==> src/rtl/decrypt_v1_if.sv <==
// Request/result bundle for the PRESENT-80 decryptor: key and ciphertext in,
// plaintext and status out.
interface decrypt_v1_if #(
    parameter int b = 64,
    parameter int k = 80
);
    logic         req;
    logic [k-1:0] K;
    logic [b-1:0] C;
    logic [b-1:0] M;
    logic         ack;
    logic         busy;

    modport master (output req, K, C, input M, ack, busy);
    modport slave  (input req, K, C, output M, ack, busy);
endinterface

==> src/rtl/decrypt_v1.sv <==
// Iterative PRESENT-80 decryptor. The key schedule is first run forward to
// round key 32, then unwound one step per round while the state is decrypted.
module decrypt_v1 #(
    parameter int b = 64,
    parameter int k = 80,
    parameter int r = 31
) (
    input  logic         clk,
    input  logic         rst,
    decrypt_v1_if.slave  bus
);
    typedef enum logic [2:0] {IDLE, KEYEXP, WHITEN, DEC, DONE} state_t;

    localparam logic [4:0] last_round = 5'(r);

    state_t       state, state_next;
    logic [k-1:0] kr, kr_next, kp;
    logic [b-1:0] s, s_next;
    logic [b-1:0] m_q, m_next;
    logic [4:0]   i, i_next;

    function automatic logic [3:0] sbox(input logic [3:0] x);
        case (x)
            4'h0: sbox = 4'hC;  4'h1: sbox = 4'h5;  4'h2: sbox = 4'h6;  4'h3: sbox = 4'hB;
            4'h4: sbox = 4'h9;  4'h5: sbox = 4'h0;  4'h6: sbox = 4'hA;  4'h7: sbox = 4'hD;
            4'h8: sbox = 4'h3;  4'h9: sbox = 4'hE;  4'hA: sbox = 4'hF;  4'hB: sbox = 4'h8;
            4'hC: sbox = 4'h4;  4'hD: sbox = 4'h7;  4'hE: sbox = 4'h1;  default: sbox = 4'h2;
        endcase
    endfunction

    function automatic logic [3:0] inv_sbox(input logic [3:0] x);
        case (x)
            4'h0: inv_sbox = 4'h5;  4'h1: inv_sbox = 4'hE;  4'h2: inv_sbox = 4'hF;  4'h3: inv_sbox = 4'h8;
            4'h4: inv_sbox = 4'hC;  4'h5: inv_sbox = 4'h1;  4'h6: inv_sbox = 4'h2;  4'h7: inv_sbox = 4'hD;
            4'h8: inv_sbox = 4'hB;  4'h9: inv_sbox = 4'h4;  4'hA: inv_sbox = 4'h6;  4'hB: inv_sbox = 4'h3;
            4'hC: inv_sbox = 4'h0;  4'hD: inv_sbox = 4'h7;  4'hE: inv_sbox = 4'h9;  default: inv_sbox = 4'hA;
        endcase
    endfunction

    function automatic logic [79:0] key_fwd(input logic [79:0] x, input logic [4:0] rc);
        logic [79:0] t;
        t = {x[18:0], x[79:19]};
        t[79:76] = sbox(t[79:76]);
        t[19:15] = t[19:15] ^ rc;
        return t;
    endfunction

    function automatic logic [79:0] key_inv(input logic [79:0] x, input logic [4:0] rc);
        logic [79:0] t;
        t = x;
        t[19:15] = t[19:15] ^ rc;
        t[79:76] = inv_sbox(t[79:76]);
        return {t[60:0], t[79:61]};
    endfunction

    // Forward pLayer moves bit j to 16j mod 63, so the inverse gathers from there.
    function automatic logic [63:0] inv_p(input logic [63:0] x);
        logic [63:0] t;
        for (int j = 0; j < 63; j++) t[j] = x[(16 * j) % 63];
        t[63] = x[63];
        return t;
    endfunction

    function automatic logic [63:0] inv_s_layer(input logic [63:0] x);
        logic [63:0] t;
        for (int n = 0; n < 16; n++) t[4*n +: 4] = inv_sbox(x[4*n +: 4]);
        return t;
    endfunction

    always_ff @(posedge clk) begin
        if (rst) begin
            state <= IDLE;
            kr    <= '0;
            s     <= '0;
            i     <= '0;
            m_q   <= '0;
        end else begin
            state <= state_next;
            kr    <= kr_next;
            s     <= s_next;
            i     <= i_next;
            m_q   <= m_next;
        end
    end

    always_comb begin
        state_next = state;
        kr_next    = kr;
        s_next     = s;
        i_next     = i;
        m_next     = m_q;
        kp         = key_inv(kr, i);
        case (state)
            IDLE: begin
                if (bus.req) begin
                    kr_next    = bus.K;
                    s_next     = bus.C;
                    i_next     = 5'd1;
                    state_next = KEYEXP;
                end
            end
            KEYEXP: begin
                kr_next = key_fwd(kr, i);
                i_next  = i + 5'd1;
                if (i == last_round) state_next = WHITEN;
            end
            WHITEN: begin
                s_next     = s ^ kr[79:16];
                i_next     = last_round;
                state_next = DEC;
            end
            DEC: begin
                s_next  = inv_s_layer(inv_p(s)) ^ kp[79:16];
                kr_next = kp;
                i_next  = i - 5'd1;
                if (i == 5'd1) begin
                    m_next     = s_next;
                    state_next = DONE;
                end
            end
            DONE:    state_next = IDLE;
            default: state_next = IDLE;
        endcase
    end

    assign bus.M    = m_q;
    assign bus.ack  = (state == DONE);
    assign bus.busy = (state != IDLE);
endmodule

==> src/flat_wrapper.sv <==
// flat-port wrapper written by rule: the top's interface ports become plain ports
module decrypt_v1_flat 
#(
    parameter int b = 64,
    parameter int k = 80,
    parameter int r = 31
)
  (clk, rst, bus_req, bus_K, bus_C, bus_M, bus_ack, bus_busy);
  decrypt_v1_if #(.b(b), .k(k)) bus_i ();
  input  logic clk;
  input  logic rst;
  input wire logic [$bits(bus_i.req)-1:0] bus_req;
  input wire logic [$bits(bus_i.K)-1:0] bus_K;
  input wire logic [$bits(bus_i.C)-1:0] bus_C;
  output wire logic [$bits(bus_i.M)-1:0] bus_M;
  output wire logic [$bits(bus_i.ack)-1:0] bus_ack;
  output wire logic [$bits(bus_i.busy)-1:0] bus_busy;
  assign bus_i.req = bus_req;
  assign bus_i.K = bus_K;
  assign bus_i.C = bus_C;
  assign bus_M = bus_i.M;
  assign bus_ack = bus_i.ack;
  assign bus_busy = bus_i.busy;
  decrypt_v1 #(.b(b), .k(k), .r(r)) u_core (.clk(clk), .rst(rst), .bus(bus_i));
endmodule
==> config.mk <==
export PLATFORM = sky130hd
export DESIGN_NAME = decrypt_v1_flat
export DESIGN_NICKNAME = d
export VERILOG_FILES = /design/src/rtl/decrypt_v1_if.sv /design/src/rtl/decrypt_v1.sv /design/src/flat_wrapper.sv
export SDC_FILE = /design/constraint.sdc
export NUM_CORES = 1
export LEC_CHECK = 0
export ABC_AREA = 1
export CORE_ASPECT_RATIO = 1.75
export CORE_MARGIN = 5
export CORE_UTILIZATION = 25
export CTS_CLUSTER_DIAMETER = 150
export DETAILED_ROUTE_END_ITERATION = 10
export PLACE_DENSITY_LB_ADDON = 0.25
export SYNTH_ARGS = -nofsm -noshare
export SYNTH_HDL_FRONTEND = slang
export SYNTH_SLANG_ARGS = --single-unit
==> constraint.sdc <==
create_clock -name clk -period 7.2 [get_ports clk]
set_input_delay 1.44 -clock clk [delete_from_list [all_inputs] [get_ports clk]]
set_output_delay 1.44 -clock clk [all_outputs]
set_load 0.02 [all_outputs]
==> impl_metrics.toml, run 1 <==
[sta]
slew_headroom_pct = 29.5
skew_ns = 0.0264
fmax_mhz = 233
worst_pin_slew_ns = 1.06
fin_crit_ns = 4.29
finalSetupViolCount = 0
slew_viol_final = 0
min_period_over_period_pct = 59.6
hold_viol = 0
rsz0062_at_grt = "false"
worst_slack_ns = 2.91
tns_ns = 0

[detailed_routing]
post-route-drc-count = 0
wl_mm = 80.1
final_antenna_net_count = 0
drt-vias-per-instance = 4.82
dr.first_iter.drc_count = 1513
wl_per_cell_um = 21.5
drtPass1Iterations = 5
vias = 17900

[finish]
seq_area_mm2 = 0.00577
antennaDiodeCount = 0
drive_above_1_share_pct = 7.31
synthToLayoutAreaGrowth_pct = 21.8
nFillCells = 7699
multi_input_comb_area_mm2 = 0.0103
layout.nets = 3036

[power]
power_leakage_uw = 0.00990
power.net_switching_uw = 2340
clkPwrFrac_pct = 29.5
switching_share_pct = 40.7
p_seq_share_pct = 38.7
internal-power_uw = 3420
irDropWorstVdd_uv = 182
power_frac_comb_pct = 31.8
powerDensity_mw_per_mm2 = 266

[synthesis]
synthAdderAreaFrac_pct = 7.82
yosys.area.top_type = "dfxtp_1"
async_flop_share_pct = 0
synth_xor_xnor_area_share_pct = 4.04
synth_edf_count = 0
synth_top_flop_cell = "dfxtp_1"
yosysWarnings = 0
yosys.area_share.simple_pct = 30.6
synthTopCellsByCount = "850 x nand2_1, 288 x dfxtp_1, 267 x inv_1, 179 x o21ai_0, 166 x nand3_1"
synth_top_area_share_pct = 32.5
synth_area_leaders = "dfxtp_1 32%, nand2_1 18%, ha_1 7.8%"
syn_area_mm2 = 0.0178
synth_top_family_by_area = "simple AND/OR/NAND/NOR gates"
synth_seq_area_share_pct = 32.5
avgSynthCellArea_um2 = 6.73
synth-seq-cells = 288
yosysMostFrequentCell = "nand2_1"
synth.area.mux_share_pct = 0
synth_nets = 2899
synth_compound_area_share_pct = 15.5
ys_types = 45
postSynthCellCount = 2641

[min_path]
min_to = "u_core.bus.M[58]"
min_path_type = "reg -> reg"
hp-start = "u_core.bus.M[58]"
worstHoldPathCells = 2

[placement]
post-dp-hpwl_mm = 62.0
place_ws_ns = 2.32
io_buffers = 212
place.gp.congestion = 0.946

[clock_network]
numCtsBuffers = 31
cts_tree = "done"
clockBufferDepth = 3
hold_buffers = 0
htreeDepth = 1
cts.repair.resized = 0
cts-root-buf = "clkbuf_16"
clk_latency_ns = 0.62
post_cts_buffers = 0
clk_pin_slew_ns = 0.06
cts.sinks = 288

[floorplan]
start_util_pct = 25.2
coreArea_mm2 = 0.0705
row_count = 129
top_level_ports = 213
chipWidth_um = 212
die-area_mm2 = 0.0767
die_height_um = 363

[worst_setup_path]
cp.required_ns = 7.70
reg2regPathDepth = 13
r2r_start = "u_core.state[2]"
startpoint_type = "input pin"
critical_path_class = "in -> reg"
worstPathArrival_ns = 4.79
end_kind = "flop"
r2r_slack_ns = 3.13
cp_max_fo = 41

[global_route]
antenna_found_initial = 2
grt_pass1_wl_mm = 116
grt_max_degree = 118
first_global_vias = 17500
track_usage_pct = 20.1
grt-ovfl-total = 0

[status]
run_status = "finished, final reports clean"

[run]
drv_cap = 0
-- layout by cell type (no fill, tap or decap), types with 17 or more instances in the layout --
cell / synthesis / layout
o21ai_0: 179 / 179
ha_1: 111 / 111
clkbuf_16: 0 / 31
inv_1: 267 / 266
a21oi_1: 75 / 75
xor2_1: 30 / 30
buf_4: 12 / 19
nand3_1: 166 / 166
dfxtp_1: 288 / 288
nor2_1: 145 / 144
inv_2: 19 / 18
or2_2: 42 / 42
a31oi_1: 61 / 61
xnor2_1: 52 / 52
nand2_2: 16 / 17
a22oi_1: 59 / 59
nand2_1: 850 / 849
clkdlybuf4s50_1: 0 / 211
-- per-stage QoR --
step	power [uW]	instance area (um2)	cells	hold WS (ns)	util [%]
CTS	5780	21600	3720	0.471	30.7
global placement	4080	20600	3662	0.454	29.2
finish	5760	21600	3720	0.467	30.7
global route	6050	21600	3720	0.486	30.7
detailed placement	4080	20600	3662	0.461	29.2
floorplan	3270	17800	2641	0.469	-
-- cell type report --
| type | instances | area share, % |
|---|---|---|
| clock buffers | 48 | 4.39 |
| clock inverters | 10 | 0.463 |
| inverters | 288 | 5.04 |
| multi-input cells | 1937 | 47.6 |
| flip-flops and latches | 288 | 26.6 |
| well taps | 917 | 5.30 |
| repair buffers | 232 | 10.5 |
-- worst max-delay path, stage by stage --
cell	delay (ns)
clkdlybuf4s50_1	0.44
nand2_2	0.33
nand2_4	0.39
inv_2	0.66
nor2_1	0.08
a21boi_0	0.45
nor2_1	0.14
inv_1	0.17
ha_1	0.26
nand3b_1	0.21
nand3_1	0.12
nand2_1	0.05
-- metal layers --
metal	routed length [um]	GRT usage [%]
met5	0	0
met4	5930	12.2
met3	4010	2.62
met2	40200	36.0
met1	30000	22.4
-- power groups by stage --
stage / Clock, uW / Sequential [uW] / Combinational (uW)
finish: 1700 / 2230 / 1830
global route: 1790 / 2240 / 2030
CTS: 1730 / 2220 / 1830
detailed placement: 0 / 2260 / 1820
global placement: 0 / 2260 / 1820
floorplan: 0 / 2050 / 1210
-- cell families after synthesis --
| kind of cell | after synthesis |
|---|---|
| simple gates | 1284 |
| compound gates | 460 |
| buf+inv | 416 |
| flops | 288 |
| fa+ha+maj | 111 |
| xor+xnor | 82 |
-- worst max path at each step --
stage,start,end,slack [ns],cells after the start
4_1_cts,bus_req,flop,2.94,12
3_5_place_dp,bus_req,flop,2.32,12
2_1_floorplan,rst,flop,3.93,9
6_report,bus_req,flop,2.91,12
5_1_grt,bus_req,flop,2.66,12
3_3_place_gp,bus_req,flop,2.42,12
Power figures use the tool's default switching activity.
==> run 2: changes to the inputs <==
==> constraint.sdc (replaced) <==
create_clock -name clk -period 4.2 [get_ports clk]
set_input_delay 0.84 -clock clk [delete_from_list [all_inputs] [get_ports clk]]
set_output_delay 0.84 -clock clk [all_outputs]
set_load 0.02 [all_outputs]
==> run 2 against run 1 <==
Compared with the run above: global-route usage is 0.090 points higher; cell count is 0.59% higher; total power is 74% higher; via count is 0.59% higher; register-to-register slack worse by 2.1 ns; wire length is 0.90% higher; critical path depth is 2 higher; combinational power is 74% higher; clock-buffer cell count is 2 lower; die area stayed put; sequential share of layout area is 0.32 points lower; clock power is 78% higher.
==> impl_metrics.toml, run 2 (synthesized netlist as in run 1, its figures left out) <==
[placement]
post-dp-hpwl_mm = 63.8
place_ws_ns = 0.729
io_buffers = 212
place.gp.congestion = 0.941

[sta]
tns_ns = 0
finalSetupViolCount = 0
fin_crit_ns = 3.13
worst_pin_slew_ns = 1.04
min_period_over_period_pct = 74.5
rsz0062_at_grt = "false"
worst_slack_ns = 1.07
slew_headroom_pct = 29.9
fmax_mhz = 320
skew_ns = 0.0259
slew_viol_final = 0
hold_viol = 0

[clock_network]
clk_pin_slew_ns = 0.06
numCtsBuffers = 31
cts.repair.resized = 0
hold_buffers = 0
cts.sinks = 288
clk_latency_ns = 0.62
post_cts_buffers = 0
cts_tree = "done"
cts-root-buf = "clkbuf_16"
htreeDepth = 1
clockBufferDepth = 3

[floorplan]
top_level_ports = 213
die_height_um = 363
die-area_mm2 = 0.0767
row_count = 129
chipWidth_um = 212
coreArea_mm2 = 0.0705
start_util_pct = 25.2

[global_route]
track_usage_pct = 20.2
first_global_vias = 17400
grt-ovfl-total = 0
grt_pass1_wl_mm = 116
grt_max_degree = 136
antenna_found_initial = 4

[power]
power_leakage_uw = 0.0100
powerDensity_mw_per_mm2 = 458
irDropWorstVdd_uv = 321

[finish]
drive_above_1_share_pct = 7.87
final_cell_mix = "849 x nand2_1, 288 x dfxtp_1, 266 x inv_1"
nFillCells = 7738
synthToLayoutAreaGrowth_pct = 23.3
layout_commonest_cell = "nand2_1"
layout.nets = 3059

[detailed_routing]
dr.first_iter.drc_count = 1316
wl_per_cell_um = 21.6
final_antenna_net_count = 0
vias = 18000
drtPass1Iterations = 9
drt-vias-per-instance = 4.82
wl_mm = 80.8
post-route-drc-count = 0

[worst_setup_path]
r2r_start = "u_core.state[1]"
end_kind = "flop"
startpoint_type = "flop"
cp-startpoint = "u_core.state[1]"
cp.required_ns = 4.70
crit_path_cell_trace = "nand2_4, nor2_4, buf_4, nand3_1, o21ai_0, o22ai_1, nor2_1, inv_1, ha_1, or2_2, nand2_1, nand2_1, nand2_1, nand2_1"
critical_path_class = "reg -> reg"
cp_common_cell = "nand2_1"
cp_max_fo = 18
worstPathArrival_ns = 3.63
crit_slowest_cell = "dfxtp_1"
cpPeakStageDelay_ns = 0.55
path_delay_family = "simple AND/OR/NAND/NOR gates"
cp.buffers_inverters = 2

[min_path]
min_path_type = "reg -> reg"
hp-start = "u_core.bus.M[27]"

[status]
run_status = "finished, final reports clean"

[run]
drv_cap = 0
==> run 2: changes by cell type in the layout (fill, tap and decap cells not counted), sizes merged <==
| cell | change |
|---|---|
| buf | +23 |
| bufinv | +4 |
| clkinv | -3 |
| clkinvlp | -3 |
| diode | +3 |
| clkbuf | -2 |
==> run 2: where the power goes <==
| group | switching [uW] | internal [uW] | leakage, uW |
|---|---|---|---|
| Clock | 1250 | 1780 | 0.000521 |
| Combinational | 2110 | 1080 | 0.00714 |
| Sequential | 606 | 3190 | 0.00238 |
| Total | 3970 | 6050 | 0.0100 |
==> run 2: routing by layer <==
| layer | part of all wire, % | GRT usage [%] |
|---|---|---|
| met4 | 7.9 | 13.4 |
| met1 | 37 | 22.2 |
| met3 | 4.6 | 2.08 |
| met2 | 50 | 36.3 |
| met5 | 0 | 0 |
==> run 2: cell type report <==
type	instances	area (um2)	share of cell area (%)
Multi-Input combinational cell	1937	10300	47.0
Sequential cell	288	5770	26.3
Inverter	288	1090	4.98
Clock buffer	46	902	4.12
Tap cell	917	1150	5.24
Antenna cell	3	7.51	0.0343
Timing Repair Buffer	255	2510	11.5
Clock inverter	8	171	0.783
==> run 2: worst min-delay path, cell delays in order, from the launching register on <==
cell and delay (ns):
dfxtp_1 0.31, nand2_1 0.06, a21oi_1 0.06
==> run 2: path summary, 6_finish.rpt <==
check | cells after the start | slack [ns] | end
max | 14 | 1.07 | flop
min | 2 | 0.47 | u_core.bus.M[27]
min reg2reg | 2 | 0.47 | u_core.bus.M[27]
max reg2reg | 14 | 1.07 | flop
==> run 2: metrics by stage <==
stage / total power [uW] / cells / utilization [%] / hold slack [ns] / area (um2)
global route: 10500 / 3741 / 31.1 / 0.498 / 21900
finish: 10000 / 3742 / 31.1 / 0.473 / 21900
global placement: 7020 / 3685 / 29.5 / 0.456 / 20800
CTS: 10100 / 3739 / 31.0 / 0.475 / 21900
floorplan: 5600 / 2641 / - / 0.469 / 17800
detailed placement: 7020 / 3685 / 29.5 / 0.466 / 20800
==> run 3: changes to the inputs <==
==> constraint.sdc (replaced) <==
create_clock -name clk -period 2.8 [get_ports clk]
set_input_delay 0.56 -clock clk [delete_from_list [all_inputs] [get_ports clk]]
set_output_delay 0.56 -clock clk [all_outputs]
set_load 0.02 [all_outputs]
==> run 3 against run 2 <==
Compared with the run above: register-to-register slack got worse by 0.90 ns; design area increased by 6.9%; via count increased by 3.9%; worst hold slack got worse by 0.042 ns; critical path depth decreased by 1; largest power group is now combinational cells; critical path type unchanged; clock skew increased by 0.0070 ns; die area unchanged; sequential cell count unchanged; wire length increased by 5.3%.
==> impl_metrics.toml, run 3 (synthesized netlist as in run 1, its figures left out) <==
[status]
run_status = "finished, final reports clean"

[min_path]
min_path_type = "in -> reg"
worstHoldPathCells = 4
hp-start = "rst"
min_to = "u_core.kr[37]"

[power]
clkPwrFrac_pct = 29.1
p_seq_share_pct = 35.4
power_uw = 15900
irDropWorstVdd_uv = 537
power_leakage_uw = 0.0110
power.net_switching_uw = 6270
switching_share_pct = 39.5
power_frac_comb_pct = 35.5
powerDensity_mw_per_mm2 = 678
internal-power_uw = 9610

[worst_setup_path]
cp.required_ns = 3.33
crit_slowest_cell = "dfxtp_1"
r2r_start = "u_core.state[1]"
startpoint_type = "flop"
cp_common_cell = "nand2_1"
path_delay_family = "simple AND/OR/NAND/NOR gates"
cp.buffers_inverters = 2
end_kind = "flop"
cp-startpoint = "u_core.state[1]"
cp_max_fo = 12
critical_path_class = "reg -> reg"
crit_path_cell_trace = "nand2_4, nor2_4, buf_4, nand2_1, nand3_1, a21boi_1, nor2_1, inv_1, ha_1, nand3b_1, nand2_1, nand2_1, nand2_1"
cpPeakStageDelay_ns = 0.47
r2r_slack_ns = 0.17
reg2regPathDepth = 13
worstPathArrival_ns = 3.16

[global_route]
grt-ovfl-total = 0
antenna_found_initial = 0
track_usage_pct = 21.3
first_global_vias = 18200
grt_pass1_wl_mm = 121
grt_max_degree = 136

[placement]
place.gp.congestion = 0.965
place_ws_ns = -0.0946
dpl.cell_count = 3857
io_buffers = 212
post-dp-hpwl_mm = 67.9

[finish]
final_cell_mix = "849 x nand2_1, 287 x dfxtp_1, 266 x inv_1"
stdcell_count = 3919
post-route-util_pct = 33.2
layout.nets = 3235
synthToLayoutAreaGrowth_pct = 31.8
layout_commonest_cell = "nand2_1"
drive_above_1_share_pct = 13.6

[clock_network]
hold_buffers = 0
cts.sinks = 288
clk_latency_ns = 0.62
cts_tree = "done"
clk_pin_slew_ns = 0.07
numCtsBuffers = 31
htreeDepth = 1
clockBufferDepth = 3
cts-root-buf = "clkbuf_16"

[sta]
hold_viol = 0
slew_viol_final = 0
worst_pin_slew_ns = 0.658
rsz0062_at_grt = "false"
worst_slack_ns = 0.171
slew_headroom_pct = 55.8
fmax_mhz = 380
min_period_over_period_pct = 93.9
finalSetupViolCount = 0
fin_crit_ns = 2.63
skew_ns = 0.0329

[detailed_routing]
drtPass1Iterations = 5
vias = 18700
wl_mm = 85.1
wl_per_cell_um = 21.7
drt-vias-per-instance = 4.78
final_antenna_net_count = 0
post-route-drc-count = 0
dr.first_iter.drc_count = 1294

[floorplan]
top_level_ports = 213
die_height_um = 363
chipWidth_um = 212
die-area_mm2 = 0.0767
row_count = 129
coreArea_mm2 = 0.0705
start_util_pct = 25.2

[run]
drv_cap = 0
-- run 3: worst register-to-register path: cells and delay by family, from the launching register on --
kind | cells | cell delay, ns
and+or+nand+nor | 9 | 1.34
DFF | 1 | 0.47
AOI/OAI and AO/OA | 1 | 0.14
adders and majority gates | 1 | 0.31
buffers and inverters | 2 | 0.28
-- run 3: stage by stage --
stage                     hold WS (ns)  instance area, um2  setup TNS (ns)
after CTS                        0.397               23300               0
after detailed placement         0.461               22200           -1.64
after global routing             0.447               23400               0
after floorplan                  0.469               17800               0
after global placement           0.456               22200           -1.94
final                            0.431               23400               0
-- run 3: how the worst max path moves through the flow --
stage / depth (start not counted) / endpoint / slack, ns
after floorplan: 17 / flop / 0.40
after global placement: 15 / flop / -0.11
after detailed placement: 15 / flop / -0.09
after CTS: 3 / bus_ack / 0.05
after global routing: 15 / flop / 0.003
final: 13 / flop / 0.17
-- run 3: cell type report --
type,instances,area [um2]
clock buffer,44,925
timing repair buffer,431,3990
clock inverter,13,183
fill,7646,47100
sequential,288,5770
antenna,1,2.50
tap,917,1150
multi-input combinational,1937,10300
inverter,288,1090
-- run 3: power by group through the flow --
| stage | registers, uW | logic, uW | clock network (uW) |
|---|---|---|---|
| finish | 5630 | 5640 | 4610 |
| detailed placement | 5700 | 5590 | 0 |
| global placement | 5710 | 5600 | 0 |
| CTS | 5620 | 5620 | 4700 |
| floorplan | 5280 | 3110 | 0 |
| global route | 5650 | 6160 | 4840 |
-- run 3: timing repair --
action / CTS / global route
setup endpoints to repair: 0 / 26
setup buffers: 0 / 3
hold endpoints to repair: 0 / 0
gates resized for setup: 0 / 1
-- run 3: layer usage --
layer | vias up | GRT usage, % | part of all wire [%]
met5 | - | 0 | 0
met4 | 0 | 13.8 | 8.0
met3 | 185 | 2.23 | 4.4
met2 | 562 | 38.9 | 51
met1 | 8818 | 22.9 | 37
li1 | 9164 | - | -
